### src/rtl/clk_period_meter_if.sv
// Signal bundle between a slow square-wave source and the period meter.
// The source (master) drives Sig_in; the meter (slave) returns the measurements.
interface clk_period_meter_if #(
  parameter int CNT_W = 25
);
  logic             Sig_in;
  logic [CNT_W-1:0] Period;
  logic [CNT_W-1:0] High_time;
  logic             Period_valid;
  logic             Stalled;

  modport master (
    output Sig_in,
    input  Period, High_time, Period_valid, Stalled
  );

  modport slave (
    input  Sig_in,
    output Period, High_time, Period_valid, Stalled
  );
endinterface

### src/rtl/clk_period_meter.sv
// Measures rise-to-rise period and high time of a slow input in Clk cycles,
// and flags a stall when no rising edge arrives within TIMEOUT cycles.
module clk_period_meter #(
  parameter int               CNT_W   = 25,
  parameter logic [CNT_W-1:0] TIMEOUT = CNT_W'(25_000_000)
) (
  input  logic                Clk,
  input  logic                Reset,
  clk_period_meter_if.slave   bus
);

  localparam logic [CNT_W-1:0] ONE = CNT_W'(1);

  typedef enum logic {IDLE, MEASURE} state_t;

  state_t           state_reg, state_next;
  logic             s1_reg, s2_reg, p_reg;
  logic [CNT_W-1:0] cnt_reg, cnt_next;
  logic [CNT_W-1:0] hi_cap_reg, hi_cap_next;
  logic [CNT_W-1:0] period_reg, period_next;
  logic [CNT_W-1:0] high_time_reg, high_time_next;
  logic             valid_reg, valid_next;
  logic             stalled_reg, stalled_next;

  logic             rise, fall;
  logic [CNT_W-1:0] cnt_plus1;

  assign rise      = s2_reg & ~p_reg;
  assign fall      = ~s2_reg & p_reg;
  assign cnt_plus1 = cnt_reg + ONE;

  always_ff @(posedge Clk or negedge Reset) begin
    if (!Reset) begin
      s1_reg        <= 1'b0;
      s2_reg        <= 1'b0;
      p_reg         <= 1'b0;
      state_reg     <= IDLE;
      cnt_reg       <= '0;
      hi_cap_reg    <= '0;
      period_reg    <= '0;
      high_time_reg <= '0;
      valid_reg     <= 1'b0;
      stalled_reg   <= 1'b0;
    end else begin
      s1_reg        <= bus.Sig_in;
      s2_reg        <= s1_reg;
      p_reg         <= s2_reg;
      state_reg     <= state_next;
      cnt_reg       <= cnt_next;
      hi_cap_reg    <= hi_cap_next;
      period_reg    <= period_next;
      high_time_reg <= high_time_next;
      valid_reg     <= valid_next;
      stalled_reg   <= stalled_next;
    end
  end

  always_comb begin
    state_next     = state_reg;
    cnt_next       = cnt_reg;
    hi_cap_next    = hi_cap_reg;
    period_next    = period_reg;
    high_time_next = high_time_reg;
    valid_next     = 1'b0;
    stalled_next   = stalled_reg;

    case (state_reg)
      IDLE: begin
        // The first edge only arms the meter; there is no previous rise to measure from.
        if (rise) begin
          cnt_next     = '0;
          hi_cap_next  = '0;
          stalled_next = 1'b0;
          state_next   = MEASURE;
        end
      end
      MEASURE: begin
        cnt_next = cnt_plus1;
        if (fall) begin
          hi_cap_next = cnt_plus1;
        end
        // A rise on the timeout cycle still counts as a valid period of TIMEOUT.
        if (rise) begin
          period_next    = cnt_plus1;
          high_time_next = hi_cap_reg;
          valid_next     = 1'b1;
          cnt_next       = '0;
          hi_cap_next    = '0;
        end else if (cnt_reg == TIMEOUT - ONE) begin
          state_next     = IDLE;
          stalled_next   = 1'b1;
          period_next    = '0;
          high_time_next = '0;
          cnt_next       = '0;
        end
      end
      default: state_next = IDLE;
    endcase
  end

  assign bus.Period       = period_reg;
  assign bus.High_time    = high_time_reg;
  assign bus.Period_valid = valid_reg;
  assign bus.Stalled      = stalled_reg;

endmodule
### src/flat_wrapper.sv
// flat-port wrapper written by rule: the top's interface ports become plain ports
module clk_period_meter_flat 
#(
  parameter int               CNT_W   = 25,
  parameter logic [CNT_W-1:0] TIMEOUT = CNT_W'(25_000_000)
)
  (Clk, Reset, bus_Sig_in, bus_Period, bus_High_time, bus_Period_valid, bus_Stalled);
  clk_period_meter_if #(.CNT_W(CNT_W)) bus_i ();
  input  logic Clk;
  input  logic Reset;
  input wire logic [$bits(bus_i.Sig_in)-1:0] bus_Sig_in;
  output wire logic [$bits(bus_i.Period)-1:0] bus_Period;
  output wire logic [$bits(bus_i.High_time)-1:0] bus_High_time;
  output wire logic [$bits(bus_i.Period_valid)-1:0] bus_Period_valid;
  output wire logic [$bits(bus_i.Stalled)-1:0] bus_Stalled;
  assign bus_i.Sig_in = bus_Sig_in;
  assign bus_Period = bus_i.Period;
  assign bus_High_time = bus_i.High_time;
  assign bus_Period_valid = bus_i.Period_valid;
  assign bus_Stalled = bus_i.Stalled;
  clk_period_meter #(.CNT_W(CNT_W), .TIMEOUT(TIMEOUT)) u_core (.Clk(Clk), .Reset(Reset), .bus(bus_i));
endmodule
### config.mk
export PLATFORM = sky130hd
export DESIGN_NAME = clk_period_meter_flat
export DESIGN_NICKNAME = d
export VERILOG_FILES = /design/src/rtl/clk_period_meter_if.sv /design/src/rtl/clk_period_meter.sv /design/src/flat_wrapper.sv
export SDC_FILE = /design/constraint.sdc
export NUM_CORES = 1
export LEC_CHECK = 0
export CAP_MARGIN = 20
export CORE_ASPECT_RATIO = 1.1
export CORE_MARGIN = 2
export CORE_UTILIZATION = 55
export CTS_CLUSTER_SIZE = 40
export DETAILED_ROUTE_END_ITERATION = 12
export GPL_ROUTABILITY_DRIVEN = 0
export PLACE_DENSITY = 0.79
export SKIP_LAST_GASP = 1
export SYNTH_ARGS = -nofsm -noshare
export SYNTH_HDL_FRONTEND = slang
export SYNTH_SLANG_ARGS = --single-unit
### constraint.sdc
create_clock -name Clk -period 2.89 [get_ports Clk]
set_input_delay 0.578 -clock Clk [delete_from_list [all_inputs] [get_ports Clk]]
set_output_delay 0.578 -clock Clk [all_outputs]
set_load 0.005 [all_outputs]
==> results.tsv, run 1 <==
stage	metric	value	unit
run_status	status	complete, no violations	
global_routing	GRT Overall Usage	23.2	%
timing	PnR worst setup slack	0.606	ns
synth	commonest cells in the netlist	dfrtp_1, nand2_1, o21ai_0	
finish	P&R area growth vs syn	17.9	%
synth	sequential element share of the synthesized area	58.5	%
setup_path	type of element launching the critical path	flop	
setup_path	R2R depth	7	
synth	ys async rst share	100	%
clocking	Hold-fix buffers, CTS	0	
die	die height	99.3	um
setup_path	CP Data Required Time	3.14	ns
timing	final hold violation count	0	
routing	Via density	5.98	
global_routing	Congestion Overflow GR	0	
timing	RSZ-0062 raised after global routing	no	
timing	Worst Skew	0.0123	ns
synth	Netlist Area Pre-Place	4540	um^2
setup_path	Critical Path Sink	u_core.bus.High_time[12]$_DFFE_PN0P_	
pwr	P_leak	2.27	nW
global_routing	first-pass GRT wire length	16.7	mm
placed_design	dpl hpwl	7.00	mm
timing	Pins Over Slew Limit	0	
setup_path	Crit. End Element	flop	
synth	Syn Nets	416	
timing	Slew headroom	42.2	%
pwr	pwr/cell area	540	nW/um^2
die	Core ar.	7960	um^2
timing	period utilization	79.0	%
die	die area	8990	um^2
finish	Antenna Cells	0	
flow_run	Max Cap Viol	0	
finish	non-filler cells, final	569	
synth	Yosys top cell by area	dfrtp_1	
synth	cells after synthesis	409	
clocking	setup bufs post-CTS	0	
die	Initial Util	57.0	%
routing	drt wl/cell	17.4	um
clocking	Clk pin slew, worst setup/hold paths	0.11	ns
routing	Final ANT Viol Nets	0	
timing	Worst Max-Slew Pin Slew	0.865	ns
clocking	CTS H-tree lvls	3	
clocking	clk_lat worst skew	0.37	ns
global_routing	initial antenna violation count	0	
setup_path	CP Depth	7	
synth	Post-synth EDFFs	0	
setup_path	crit path max fanout	50	
routing	Residual DRC	0	
global_routing	largest net degree at the start of global routing	53	
finish	layout cells sized above 1	7.81	%
synth	Netlist cell types	43	
synth	yosys synthesis warning count	0	
setup_path	delay of the slowest critical-path stage	0.59	ns
setup_path	crit path buf inv count	1	
die	num rows	34	
setup_path	reg-to-reg critical path startpoint	u_core.cnt_reg[0]$_DFFE_PN0P_	
die	io pins	55	
timing	Fmax	438	MHz
clocking	deepest clock path buffer count	2	
die	Die Wd	90.6	um
setup_path	RR Endpoint	u_core.bus.High_time[12]$_DFFE_PN0P_	
timing	setup TNS	0	ns
synth	Avg Inst Size Synth	11.1	um^2
routing	Post-Route WL	9.93	mm
clocking	post-CTS sizing	0	
clocking	Clock Sinks	106	
routing	via count	3401	
routing	Iteration-0 DRC Markers	253	
timing	WHS	0.157	ns
setup_path	flop2flop setup slack	0.61	ns
setup_path	critical path class	reg -> reg	
synth	#FFs+latches synth	106	
timing	final setup fails	0	
pwr	Peak supply drop	267	uV
clocking	CTS tree	done	
finish	nets	463	
placed_design	Post-Place Cells	553	
setup_path	crit-path leading delay family	simple AND/OR/NAND/NOR gates	
synth	Most used DFF post-synth	dfrtp_1	
setup_path	CP cell instances	ha_1 > nand3_1 > or4_4 > nor2_2 > o21ai_4 > buf_4 > a22o_1	
placed_design	pre-CTS WS	0.649	ns
clocking	Clock Root Buffer	clkbuf_8	
timing	min cycle time layout	2.28	ns
setup_path	Critical Path AT	2.54	ns
routing	Pre-Repair DR Iteration Count	4	
clocking	TritonCTS buffer count	9	
global_routing	vias in the first global route	3221	
synth	Synth top area share	58.5	%
setup_path	Crit-path slowest cell	or4_4	
hold_path	Hold WC Path Type	in -> async	
placed_design	port bufs	54	
synth	top-count cell post-synth	dfrtp_1	
synth	top cells by area, synth	dfrtp_1, a22o_1, o2bb2ai_1	
pwr	Pwr Total	2.89	mW
setup_path	CP startpoint	u_core.cnt_reg[0]$_DFFE_PN0P_	
worst register-to-register path, stage by stage, from the launching register on:
cell     delay (ns)
dfrtp_1        0.46
ha_1           0.21
nand3_1        0.10
or4_4          0.59
nor2_2         0.20
o21ai_4        0.06
buf_4          0.30
a22o_1         0.26
layout by cell type (no fill, tap or decap), types with 6 or more instances in the layout:
cell / netlist / routed
o2bb2ai_1: 24 / 24
xor2_1: 9 / 9
clkdlybuf4s50_1: 0 / 53
a22o_1: 28 / 28
nand2_1: 51 / 51
xnor2_1: 14 / 14
dfrtp_1: 106 / 106
nor2_1: 10 / 10
clkbuf_8: 0 / 9
nand4_1: 9 / 9
o21ai_1: 8 / 8
a21oi_1: 9 / 9
o21ai_0: 34 / 34
inv_1: 11 / 11
buf_4: 2 / 7
nor3_1: 6 / 6
or3_1: 10 / 10
nand3_1: 12 / 12
final cells by class:
| type | count | area, um^2 |
|---|---|---|
| flip-flops and latches | 106 | 2650 |
| fillers | 609 | 2610 |
| clock inverters | 7 | 61.3 |
| clock buffers | 9 | 124 |
| inverters | 11 | 41.3 |
| multi-input cells | 267 | 1730 |
| well taps | 108 | 135 |
| repair buffers | 61 | 603 |
metrics by stage:
stage	util (%)	area (um^2)
2_1_floorplan	-	4540
3_3_place_gp	64.9	5160
3_5_place_dp	64.9	5160
4_1_cts	67.3	5350
5_1_grt	67.3	5350
6_report	67.3	5350
cell families after synthesis:
logic type	share of synthesized area, %
and+or+nand+nor	13.6
xor gates and xnor gates	4.44
DFF	58.5
adders and majority gates	1.10
buffers and inverters	3.53
AOI/OAI and AO/OA	18.9
where the power goes:
part	leakage, nW	switching (mW)	internal, mW	total, mW
registers	1.45	0.0735	1.57	1.65
logic	0.723	0.198	0.169	0.367
clock network	0.0940	0.543	0.332	0.875
worst min-delay path by stage:
stage,slack (ns),from,endpoint
floorplan,0.28,Reset,u_core.bus.High_time[0]$_DFFE_PN0P_
global placement,0.34,u_core.s1_reg$_DFF_PN0_,u_core.s2_reg$_DFF_PN0_
detailed placement,0.34,u_core.s1_reg$_DFF_PN0_,u_core.s2_reg$_DFF_PN0_
CTS,0.18,Reset,u_core.s1_reg$_DFF_PN0_
global route,0.18,Reset,u_core.s2_reg$_DFF_PN0_
finish,0.16,Reset,u_core.s1_reg$_DFF_PN0_
metal layers:
layer,track usage (%),vias up,part of all wire (%),routed length (um)
met1,35.0,1724,45,4480
li1,-,1564,-,-
met4,8.05,0,1.3,127
met3,3.11,12,5.4,535
met5,0,-,0,0
met2,35.2,101,48,4780
Note: power is estimated with default switching activity, not from simulation.
==> run 2, diff against run 1 <==
==> constraint.sdc (replaced) <==
create_clock -name Clk -period 2.25 [get_ports Clk]
set_input_delay 0.45 -clock Clk [delete_from_list [all_inputs] [get_ports Clk]]
set_output_delay 0.45 -clock Clk [all_outputs]
set_load 0.005 [all_outputs]
==> results.tsv, run 2 (synthesized netlist as in run 1, its figures left out) <==
stage	metric	value	unit
timing	Worst Max-Slew Pin Slew	0.504	ns
setup_path	Crit. End Element	flop	
clocking	Clock Sinks	106	
die	die area	8990	um^2
timing	Slew headroom	66.4	%
global_routing	initial antenna violation count	0	
timing	Fmax	463	MHz
placed_design	port bufs	54	
finish	layout cells sized above 1	10.7	%
finish	commonest non-fill, non-tap cells in the layout	dfrtp_1, clkdlybuf4s50_1, nand2_1, o21ai_0, a22o_1	
global_routing	Congestion Overflow GR	0	
finish	FF/Latch Area	2650	um^2
placed_design	dpl hpwl	7.63	mm
routing	drt wl/cell	18.4	um
clocking	Hold-fix buffers, CTS	0	
setup_path	CP Data Required Time	2.53	ns
routing	Post-Route WL	10.8	mm
finish	Fill cells	590	
finish	Antenna Cells	0	
timing	Worst Skew	0.0130	ns
finish	P&R area growth vs syn	21.0	%
routing	via count	3513	
timing	setup TNS	0	ns
timing	Pins Over Slew Limit	0	
routing	Final ANT Viol Nets	0	
clocking	setup bufs post-CTS	0	
clocking	CTS H-tree lvls	3	
setup_path	CP startpoint	u_core.cnt_reg[1]$_DFFE_PN0P_	
hold_path	Hold WC Path Type	in -> async	
die	Die Wd	90.6	um
routing	Residual DRC	0	
routing	Iteration-0 DRC Markers	221	
pwr	P_leak	2.37	nW
timing	period utilization	96.0	%
timing	RSZ-0062 raised after global routing	yes	
finish	nets	479	
die	Core ar.	7960	um^2
clocking	Clk pin slew, worst setup/hold paths	0.11	ns
setup_path	Critical Path AT	2.44	ns
finish	multi-input logic area	1740	um^2
setup_path	Crit-path slowest cell	or4_4	
run_status	status	complete, no violations	
routing	Pre-Repair DR Iteration Count	5	
die	die height	99.3	um
pwr	Pwr Total	3.75	mW
die	num rows	34	
clocking	CTS tree	done	
clocking	deepest clock path buffer count	2	
setup_path	CP cell instances	ha_1 > nand3_1 > or4_4 > nor2_2 > o21ai_4 > buf_12 > a22o_1	
die	Initial Util	57.0	%
die	io pins	55	
setup_path	crit path max fanout	45	
flow_run	Max Cap Viol	0	
clocking	clk_lat worst skew	0.39	ns
global_routing	first-pass GRT wire length	18.2	mm
setup_path	R2R depth	7	
setup_path	RR Endpoint	u_core.bus.High_time[8]$_DFFE_PN0P_	
setup_path	reg-to-reg critical path startpoint	u_core.cnt_reg[1]$_DFFE_PN0P_	
setup_path	flop2flop setup slack	0.09	ns
setup_path	critical path class	reg -> reg	
timing	final setup fails	0	
routing	Via density	6.01	
pwr	Peak supply drop	351	uV
timing	min cycle time layout	2.16	ns
timing	final hold violation count	0	
clocking	Clock Root Buffer	clkbuf_8	
global_routing	GRT Overall Usage	25.7	%
pwr	pwr/cell area	683	nW/um^2
global_routing	largest net degree at the start of global routing	46	
global_routing	vias in the first global route	3547	
clocking	TritonCTS buffer count	9	
finish	commonest non-fill, non-tap cell in the layout	dfrtp_1	
clocking	post-CTS sizing	0	
setup_path	type of element launching the critical path	flop	
setup_path	delay of the slowest critical-path stage	0.58	ns
[run 2: changes by cell type in the layout (fill, tap and decap cells not counted)]
cell	previous run	this run
buf_12	1	2
buf_4	7	22
clkbuf_1	0	1
clkinv_2	1	0
nor4_2	2	1
nor4_4	0	1
[run 2: area by class of cell]
type / instances / share of cell area (%)
multi-input combinational: 267 / 31.7
clock inverter: 6 / 1.03
timing repair buffer: 77 / 13.4
sequential: 106 / 48.3
clock buffer: 10 / 2.32
tap: 108 / 2.46
inverter: 11 / 0.752
[run 2: per-stage QoR]
step | setup slack, ns | util (%) | cell area, um^2 | std cells | hold WS, ns
2_1_floorplan | 0.155 | - | 4540 | 409 | 0.154
6_report | 0.0889 | 69.0 | 5490 | 585 | 0.00299
3_3_place_gp | 0.221 | 66.6 | 5300 | 569 | 0.334
3_5_place_dp | 0.116 | 66.6 | 5300 | 569 | 0.344
5_1_grt | -0.0522 | 69.0 | 5490 | 585 | 0.0174
4_1_cts | 0.111 | 68.9 | 5480 | 585 | 0.00687
[run 2: worst max-delay path by stage]
stage                                                endpoint  slack (ns)  depth (start not counted)
after floorplan                u_core.cnt_reg[10]$_DFFE_PN0P_        0.15                          8
after global placement    u_core.bus.High_time[9]$_DFFE_PN0P_        0.22                          7
after detailed placement  u_core.bus.High_time[8]$_DFFE_PN0P_        0.12                          7
after CTS                 u_core.bus.High_time[8]$_DFFE_PN0P_        0.11                          7
after global routing      u_core.bus.High_time[8]$_DFFE_PN0P_       -0.05                          6
final                     u_core.bus.High_time[8]$_DFFE_PN0P_        0.09                          7
[run 2: report_power, final]
| part | leakage [nW] | switching (mW) | internal (mW) |
|---|---|---|---|
| combinational | 0.826 | 0.285 | 0.241 |
| clock | 0.0913 | 0.697 | 0.429 |
| sequential | 1.45 | 0.0798 | 2.02 |
| total | 2.37 | 1.06 | 2.69 |
[run 2: per-layer routing]
layer	share of wire, %	global-route usage [%]	up-vias
met3	6.0	6.44	22
met5	0	0	-
met1	42	34.6	1755
met4	1.8	9.23	0
li1	-	-	1602
met2	50	41.0	134
[run 2: critical path: cells and delay by family (launching register included)]
family          cells  cell delay [ns]
flops               1             0.41
fa+ha+maj           1             0.20
simple gates        3             0.89
compound gates      2             0.33
buf+inv             1             0.21
==> run 3, diff against run 2 <==
--- a/config.mk
+++ b/config.mk
@@ -6,7 +6,7 @@
 export NUM_CORES = 1
 export LEC_CHECK = 0
 export CAP_MARGIN = 20
-export CORE_ASPECT_RATIO = 1.1
+export CORE_ASPECT_RATIO = 0.7
 export CORE_MARGIN = 2
 export CORE_UTILIZATION = 55
 export CTS_CLUSTER_SIZE = 40
==> results.tsv, run 3 (synthesized netlist as in run 1, its figures left out) <==
stage	metric	value	unit
clocking	CTS tree	done	
finish	P&R area growth vs syn	22.4	%
finish	commonest non-fill, non-tap cell in the layout	dfrtp_1	
die	Initial Util	57.2	%
routing	Via density	6.09	
clocking	Clock Root Buffer	clkbuf_16	
timing	Worst Max-Slew Pin Slew	0.507	ns
setup_path	Critical Path AT	2.40	ns
timing	final hold violation count	0	
die	die area	9010	um^2
finish	FF/Latch Area	2650	um^2
setup_path	Crit-path slowest cell	dfrtp_1	
setup_path	critical path class	reg -> reg	
clocking	post-CTS sizing	0	
finish	multi-input logic area	1730	um^2
setup_path	type of element launching the critical path	flop	
timing	Slew headroom	66.2	%
pwr	P_leak	2.38	nW
placed_design	Post-Place Cells	556	
setup_path	CP cell instances	nor4_1 > nand4_1 > nor2_2 > o21ai_4 > buf_12 > a22o_1	
placed_design	placed cell areas	5240	um^2
clocking	Hold-fix buffers, CTS	0	
timing	RSZ-0062 raised after global routing	no	
setup_path	crit path max fanout	50	
timing	Worst Skew	0.00878	ns
hold_path	Hold WC Path Type	in -> async	
clocking	setup bufs post-CTS	0	
setup_path	crit-path leading delay family	simple AND/OR/NAND/NOR gates	
global_routing	vias in the first global route	3344	
placed_design	dpl hpwl	7.28	mm
timing	setup TNS	0	ns
global_routing	initial antenna violation count	0	
setup_path	reg-to-reg critical path startpoint	u_core.cnt_reg[15]$_DFFE_PN0P_	
global_routing	largest net degree at the start of global routing	51	
setup_path	delay of the slowest critical-path stage	0.45	ns
routing	met2 wire len	4.90	mm
routing	top layer used by detailed routing	met4	
global_routing	GRT Overall Usage	25.9	%
flow_run	Max Cap Viol	0	
finish	non-filler cells, final	572	
finish	final core utilization	69.9	%
timing	min cycle time layout	2.16	ns
run_status	status	complete, no violations	
pwr	Peak supply drop	510	uV
setup_path	Crit. End Element	flop	
finish	area of all placed cells without fillers	5550	um^2
die	Core ar.	7940	um^2
global_routing	Congestion Overflow GR	0	
setup_path	CP startpoint	u_core.cnt_reg[15]$_DFFE_PN0P_	
setup_path	CP Data Required Time	2.49	ns
finish	layout cells sized above 1	9.77	%
clocking	clk_lat worst skew	0.36	ns
routing	Met1 Routed Length	5.10	mm
finish	Antenna Cells	0	
clocking	Clk pin slew, worst setup/hold paths	0.07	ns
routing	Residual DRC	0	
finish	commonest non-fill, non-tap cells in the layout	dfrtp_1, clkdlybuf4s50_1, nand2_1, o21ai_0, a22o_1	
placed_design	port bufs	54	
finish	Fill cells	562	
die	num rows	27	
setup_path	crit path buf inv count	1	
routing	Post-Route WL	10.9	mm
clocking	CTS H-tree lvls	3	
clocking	Clock Sinks	106	
routing	via count	3481	
clocking	deepest clock path buffer count	2	
die	io pins	55	
timing	Fmax	463	MHz
routing	Met3 Routed Length	745	um
timing	Pins Over Slew Limit	0	
timing	final setup fails	0	
global_routing	first-pass GRT wire length	17.6	mm
pwr	pwr/cell area	768	nW/um^2
routing	Final ANT Viol Nets	0	
die	Die Wd	113	um
die	die height	80	um
routing	Pre-Repair DR Iteration Count	5	
setup_path	R2R depth	6	
finish	nets	473	
clocking	TritonCTS buffer count	9	
setup_path	CP Depth	6	
timing	period utilization	96.0	%
routing	drt wl/cell	19.0	um
routing	Iteration-0 DRC Markers	473	
## run 3: cell types whose count changed in the layout (fill, tap and decap cells not counted), sizes merged
| cell | change |
|---|---|
| buf | -6 |
| clkinv | +2 |
| bufinv | +1 |
| clkbuf | -1 |
| clkinvlp | -1 |
| inv | -1 |
## run 3: per-stage QoR
stage               setup WS (ns)  hold WS, ns  power, mW
finish                     0.0904       0.0572       4.27
global route               0.0174       0.0986       4.42
CTS                         0.127       0.0725       4.28
detailed placement          0.140        0.343       2.66
global placement            0.207        0.344       2.64
floorplan                   0.155        0.154       2.38
## run 3: routing by layer
layer  up-vias  global-route usage, %
li1       1591                      -
met1      1740                   37.8
met2       136                   38.0
met3        14                   7.06
met4         0                   8.29
met5         -                      0
## run 3: worst paths after layout
path	end	slack, ns
hold / removal	u_core.bus.High_time[1]$_DFFE_PN0P_	0.06
setup reg to reg	u_core.bus.High_time[1]$_DFFE_PN0P_	0.09
hold reg to reg	u_core.s2_reg$_DFF_PN0_	0.36
setup / recovery	u_core.bus.High_time[1]$_DFFE_PN0P_	0.09
min in group Clk	u_core.s2_reg$_DFF_PN0_	0.36
max in group asynchronous	u_core.bus.Period[24]$_DFFE_PN0P_	1.57
## run 3: power breakdown
part / switching (mW) / total, mW / internal (mW)
Clock: 0.747 / 1.63 / 0.885
Combinational: 0.292 / 0.532 / 0.239
Sequential: 0.0816 / 2.10 / 2.02
## run 3: final cells by class
class	instances	share of cell area (%)
inverter	11	0.744
tap	101	2.28
timing repair buffer	71	12.4
multi-input combinational	267	31.2
clock buffer	9	4.06
clock inverter	7	1.51
sequential	106	47.8
